File: src/rtl/p2s_pkg.sv
// p2s_pkg: shared default word width and serializer FSM state type
package p2s_pkg;
  localparam int P2S_DATA_WIDTH = 8;
  typedef enum logic {IDLE, SHIFT} state_t;
endpackage

File: src/rtl/parallel_to_serial_if.sv
// parallel_to_serial_if: load handshake (load_valid/load_ready/data_in), shift_hold stall, serial stream and status; master=producer side, slave=serializer
interface parallel_to_serial_if import p2s_pkg::*; #(parameter int DATA_WIDTH = P2S_DATA_WIDTH) ();
  logic                  load_valid;
  logic                  load_ready;
  logic [DATA_WIDTH-1:0] data_in;
  logic                  shift_hold;
  logic                  serial_out;
  logic                  shift_enable;
  logic                  frame_done;
  logic                  busy;
  modport master (output load_valid, data_in, shift_hold, input load_ready, serial_out, shift_enable, frame_done, busy);
  modport slave  (input load_valid, data_in, shift_hold, output load_ready, serial_out, shift_enable, frame_done, busy);
endinterface

File: src/rtl/p2s_hold_reg.sv
// p2s_hold_reg: one-entry word buffer; i_load writes i_data and sets o_full, i_clear empties it, o_data holds the buffered word
module p2s_hold_reg #(
  parameter int DATA_WIDTH = 8
) (
  input  logic                  clk,
  input  logic                  rst,
  input  logic                  i_load,
  input  logic                  i_clear,
  input  logic [DATA_WIDTH-1:0] i_data,
  output logic                  o_full,
  output logic [DATA_WIDTH-1:0] o_data
);
  logic                  r_full;
  logic [DATA_WIDTH-1:0] r_data;
  always_ff @(posedge clk) begin
    if (rst) begin
      r_full <= 1'b0;
      r_data <= '0;
    end else if (i_load) begin
      r_full <= 1'b1;
      r_data <= i_data;
    end else if (i_clear) begin
      r_full <= 1'b0;
    end
  end
  assign o_full = r_full;
  assign o_data = r_data;
endmodule

File: src/rtl/parallel_to_serial.sv
// parallel_to_serial: buffered word-to-bit serializer; ports clk, rst, bus (slave: load handshake in, serial_out/shift_enable/frame_done/busy out)
module parallel_to_serial import p2s_pkg::*; #(
  parameter int DATA_WIDTH = P2S_DATA_WIDTH,
  parameter bit MSB_FIRST  = 1'b1
) (
  input  logic clk,
  input  logic rst,
  parallel_to_serial_if.slave bus
);
  localparam int CW = $clog2(DATA_WIDTH);
  state_t                r_state;
  logic [CW-1:0]         r_cnt;
  logic [DATA_WIDTH-1:0] r_sr;
  logic [DATA_WIDTH-1:0] w_buf;
  logic                  w_full;
  logic                  w_head;
  logic                  w_shift;
  logic                  w_done;
  logic                  w_xfer;
  p2s_hold_reg #(.DATA_WIDTH(DATA_WIDTH)) u_hold (
    .clk     (clk),
    .rst     (rst),
    .i_load  (bus.load_valid && !w_full),
    .i_clear (w_xfer),
    .i_data  (bus.data_in),
    .o_full  (w_full),
    .o_data  (w_buf)
  );
  // a full buffer refills the shift register on the last-bit edge so frames run back to back
  always_comb begin
    w_head  = MSB_FIRST ? r_sr[DATA_WIDTH-1] : r_sr[0];
    w_shift = (r_state == SHIFT) && !bus.shift_hold;
    w_done  = w_shift && (r_cnt == CW'(DATA_WIDTH - 1));
    w_xfer  = w_full && ((r_state == IDLE) || w_done);
  end
  always_ff @(posedge clk) begin
    if (rst) begin
      r_state <= IDLE;
      r_cnt   <= '0;
      r_sr    <= '0;
    end else if (w_xfer) begin
      r_sr    <= w_buf;
      r_cnt   <= '0;
      r_state <= SHIFT;
    end else if (w_done) begin
      r_cnt   <= '0;
      r_state <= IDLE;
    end else if (w_shift) begin
      r_sr    <= MSB_FIRST ? (r_sr << 1) : (r_sr >> 1);
      r_cnt   <= r_cnt + 1'b1;
    end
  end
  assign bus.load_ready   = !w_full;
  assign bus.serial_out   = (r_state == SHIFT) && w_head;
  assign bus.shift_enable = w_shift;
  assign bus.frame_done   = w_done;
  assign bus.busy         = (r_state == SHIFT) || w_full;
endmodule

File: src/flat_wrapper.sv
// flat-port wrapper written by rule: the top's interface ports become plain ports
module parallel_to_serial_flat import p2s_pkg::*;
#(
  parameter int DATA_WIDTH = P2S_DATA_WIDTH,
  parameter bit MSB_FIRST  = 1'b1
)
  (clk, rst, bus_load_valid, bus_data_in, bus_shift_hold, bus_load_ready, bus_serial_out, bus_shift_enable, bus_frame_done, bus_busy);
  parallel_to_serial_if #(.DATA_WIDTH(DATA_WIDTH)) bus_i ();
  input  logic clk;
  input  logic rst;
  input wire logic [$bits(bus_i.load_valid)-1:0] bus_load_valid;
  input wire logic [$bits(bus_i.data_in)-1:0] bus_data_in;
  input wire logic [$bits(bus_i.shift_hold)-1:0] bus_shift_hold;
  output wire logic [$bits(bus_i.load_ready)-1:0] bus_load_ready;
  output wire logic [$bits(bus_i.serial_out)-1:0] bus_serial_out;
  output wire logic [$bits(bus_i.shift_enable)-1:0] bus_shift_enable;
  output wire logic [$bits(bus_i.frame_done)-1:0] bus_frame_done;
  output wire logic [$bits(bus_i.busy)-1:0] bus_busy;
  assign bus_i.load_valid = bus_load_valid;
  assign bus_i.data_in = bus_data_in;
  assign bus_i.shift_hold = bus_shift_hold;
  assign bus_load_ready = bus_i.load_ready;
  assign bus_serial_out = bus_i.serial_out;
  assign bus_shift_enable = bus_i.shift_enable;
  assign bus_frame_done = bus_i.frame_done;
  assign bus_busy = bus_i.busy;
  parallel_to_serial #(.DATA_WIDTH(DATA_WIDTH), .MSB_FIRST(MSB_FIRST)) u_core (.clk(clk), .rst(rst), .bus(bus_i));
endmodule
File: config.mk
export PLATFORM = sky130hd
export DESIGN_NAME = parallel_to_serial_flat
export DESIGN_NICKNAME = d
export VERILOG_FILES = /design/src/rtl/p2s_pkg.sv /design/src/rtl/parallel_to_serial_if.sv /design/src/rtl/p2s_hold_reg.sv /design/src/rtl/parallel_to_serial.sv /design/src/flat_wrapper.sv
export SDC_FILE = /design/constraint.sdc
export NUM_CORES = 1
export LEC_CHECK = 0
export ABC_AREA = 1
export BUFFER_PORTS_ARGS = -buffer_cell sky130_fd_sc_hd__clkbuf_2
export CELL_PAD_IN_SITES_DETAIL_PLACEMENT = 1
export CELL_PAD_IN_SITES_GLOBAL_PLACEMENT = 1
export CORE_MARGIN = 2
export CORE_UTILIZATION = 37
export DETAILED_ROUTE_END_ITERATION = 7
export PLACE_DENSITY_LB_ADDON = 0.1
export SLEW_MARGIN = 15
export SYNTH_ARGS = -nofsm -noshare
export SYNTH_HDL_FRONTEND = slang
export SYNTH_SLANG_ARGS = --single-unit
File: constraint.sdc
create_clock -name clk -period 1.8 [get_ports clk]
set_clock_uncertainty 0.05 [all_clocks]
set_input_delay 0.36 -clock clk [delete_from_list [all_inputs] [get_ports clk]]
set_output_delay 0.36 -clock clk [all_outputs]
set_load 0.02 [all_outputs]
==> flow_summary_export.csv <==
group,metric,value,unit
cts,cts_tree,"done",
finish,fillers,335,
min_path,worstHoldStart,"bus_data_in[0]",
die,fp.dieArea,0.00290,mm²
die,core,0.00241,mm²
timing,finalMaxSlewViolations,0,
cts,clock_latency,0.31,ns
global_routing,grt_pass1_wl,3.44,mm
cts,cts.clk_slew.worst_paths,0.13,ns
setup_path,worstPathCellList,"ha_1, ha_2, nand2_1, inv_1, clkbuf_2",
setup_path,path_max_fanout,3,
setup_path,critPathRequiredTime,1.39,ns
timing,worstMarginPinSlew,0.391,ns
finish,drive_above_1_share,0.208,
timing,setup_viol,0,
route,final_antenna_net_count,0,
power_and_ir_drop,p_int,0.641,mW
yosys,ys_warn_count,0,
cts,hold_buffers,0,
die,rows,18,
power_and_ir_drop,seq_power_share,0.577,
finish,finalNetCount,159,
timing,period_share,0.953,
yosys,synth_area_leaders,"dfxtp_1, nand2_1, a21oi_1",
status,outcome,"completed",
yosys,syn_nets,140,
setup_path,worst_setup_path_start_kind,"register",
setup_path,reg2reg_depth,8,
yosys,synth_top_area_frac,0.457,
cts,htree_levels,1,
setup_path,reg2reg_to,"u_core.r_sr[7]",
power_and_ir_drop,p_sw,0.269,mW
power_and_ir_drop,leakage,0.494,nW
route,vias,834,
finish,multi_input_area,422,µm²
min_path,hold_end,"u_core.u_hold.o_data[0]",
cts,cts_root_buf,"clkbuf_4",
timing,fmaxAchievable,583,MHz
route,post_drt_wl_per_cell,11.4,µm
power_and_ir_drop,power_density,857,mW/mm²
setup_path,path_buf_inv,2,
yosys,synth_seq_cells,21,
timing,fin_crit,1.72,ns
timing,hold_viol_final,0,
yosys,syn_inst,126,
finish,ff_latch_area,423,µm²
finish,final_common_cell,"nand2_1",
placement,place_inst,170,
global_routing,grt_overflow,0,
setup_path,crit_family,"adder cells",
setup_path,crit-reg2reg-launch,"u_core.r_cnt[1]",
die,die_y,53.9,µm
cts,ctsLongestPathBuffers,2,
timing,rsz0062_at_grt,"no",
yosys,syn_avg_cell_area,7.30,µm²
setup_path,arrival,1.31,ns
setup_path,crit_path_end_kind,"primary output",
yosys,ys_seq_area_frac,0.457,
min_path,min_path_cells,3,
placement,globalplace.congestion,0.734,
timing,fin_tns_setup,0,ns
power_and_ir_drop,peakVddDrop,453,µV
die,io_pins,17,
timing,slew_headroom,0.739,
setup_path,crit_slowest_cell,"dfxtp_2",
global_routing,grt_usage,0.166,
min_path,min_path_type,"input pin to register",
setup_path,worstSetupPathType,"register to primary output",
cts,cts_num_sinks,21,
power_and_ir_drop,clkPwrFrac,0.260,
setup_path,r2r_slack,0.25,ns
yosys,yosys.area.top_type,"dfxtp_1",
global_routing,grt_max_degree,18,
route,drc,0,
finish,stdcell_count,174,
yosys,post_synth_num_cell_types,15,
placement,dp_hpwl,1.53,mm
global_routing,antenna_found_initial,0,
setup_path,max_stage_delay,0.35,ns
job,maxCapViolations,0,
placement,io_buffers,16,
finish,layout_common_cells,"nand2_1, a21oi_1, dfxtp_1, nand3_1, clkbuf_2",
route,first_pass_iters,4,
route,drtIter0Drc,6,
route,drt_wl_total,1.98,mm
yosys,syn_area,920,µm²
die,fp.dieW,53.9,µm
finish,syn2layout_area_growth,15.4,%
cts,cts_made_buffers,3,
power_and_ir_drop,p_comb_frac,0.163,
global_routing,first_global_vias,817,
power_and_ir_drop,power_switching_share,0.295,
route,vias_per_cell,4.79,
finish,antenna_cells,0,
die,initial_core_util,0.382,
## synthesized netlist by cell type (all sizes together)
| master | n |
|---|---|
| ha | 2 |
| dfxtp | 21 |
| or2 | 1 |
| nor2 | 5 |
| clkbuf | 2 |
| inv | 15 |
| a21oi | 19 |
| nand2 | 32 |
| o21ai | 10 |
| nand3 | 17 |
| buf | 2 |
## worst max path at each step
stage	slack [ns]	cells after the start	start	end
floorplan	0.28	8	u_core.r_cnt[0]	u_core.r_sr[1]
global placement	0.27	7	u_core.r_cnt[0]	u_core.r_cnt[1]
detailed placement	0.25	7	u_core.r_cnt[0]	u_core.r_cnt[1]
CTS	0.02	5	u_core.r_state	bus_frame_done
global route	0.02	5	u_core.r_cnt[1]	bus_frame_done
finish	0.08	5	u_core.r_cnt[0]	bus_frame_done
## per-layer routing
metal / vias up / part of all wire / track usage / routed length, µm
li1: 443 / - / - / -
met1: 378 / 0.52 / 0.230 / 1020
met2: 11 / 0.45 / 0.258 / 883
met3: 2 / 0.034 / 0.0250 / 67
met4: 0 / 0.0050 / 0.0641 / 10
met5: - / 0 / 0 / 0
## per-stage QoR
step | worst slack (ns) | instance area [µm²] | util | power [mW] | hold WS [ns]
floorplan | 0.282 | 920 | - | 0.640 | 0.380
global placement | 0.270 | 1030 | 0.427 | 0.681 | 0.392
detailed placement | 0.249 | 1030 | 0.427 | 0.686 | 0.401
CTS | 0.0210 | 1060 | 0.438 | 0.924 | 0.247
global route | 0.0235 | 1060 | 0.440 | 0.968 | 0.260
finish | 0.0845 | 1060 | 0.440 | 0.910 | 0.254
## logic make-up after synthesis
family	Yosys count	synth area share
AOI/OAI and AO/OA	29	0.170
adders and majority gates	2	0.0272
buffers and inverters	19	0.0871
DFF	21	0.457
and+or+nand+nor	55	0.259
## sequential cells by signal, indices dropped and copies added (netlist names)
name / flops
u_core.r_sr: 8
u_core.u_hold.o_data: 8
u_core.r_cnt: 3
u_core.r_state: 1
u_core.u_hold.o_full: 1
## worst register-to-register path: stages (launching register included)
cell	delay [ns]
dfxtp_1	0.36
ha_1	0.15
ha_2	0.19
inv_1	0.07
o21ai_4	0.14
nand2_2	0.21
nand2_1	0.14
nand2_1	0.06
a21oi_1	0.11
## final cells by class
type / instances / share of cell area
multi-input combinational: 86 / 0.397
timing repair buffer: 18 / 0.0896
inverter: 15 / 0.0531
clock buffer: 3 / 0.0212
sequential: 21 / 0.399
clock inverter: 1 / 0.00472
tap: 30 / 0.0354
## power groups by stage
| stage | Combinational [mW] | Sequential, mW | Clock, mW |
|---|---|---|---|
| 6_report | 0.148 | 0.525 | 0.236 |
| 2_1_floorplan | 0.114 | 0.526 | 0 |
| 4_1_cts | 0.151 | 0.525 | 0.247 |
| 3_5_place_dp | 0.150 | 0.536 | 0 |
| 5_1_grt | 0.173 | 0.530 | 0.264 |
| 3_3_place_gp | 0.147 | 0.534 | 0 |
## timing repair
| action | 4_1_cts | 5_1_grt |
|---|---|---|
| endpoints found under the setup margin | 0 | 1 |
| gates resized for setup | 0 | 3 |
| setup buffers | 0 | 0 |
(Power assumes the default switching activity.)
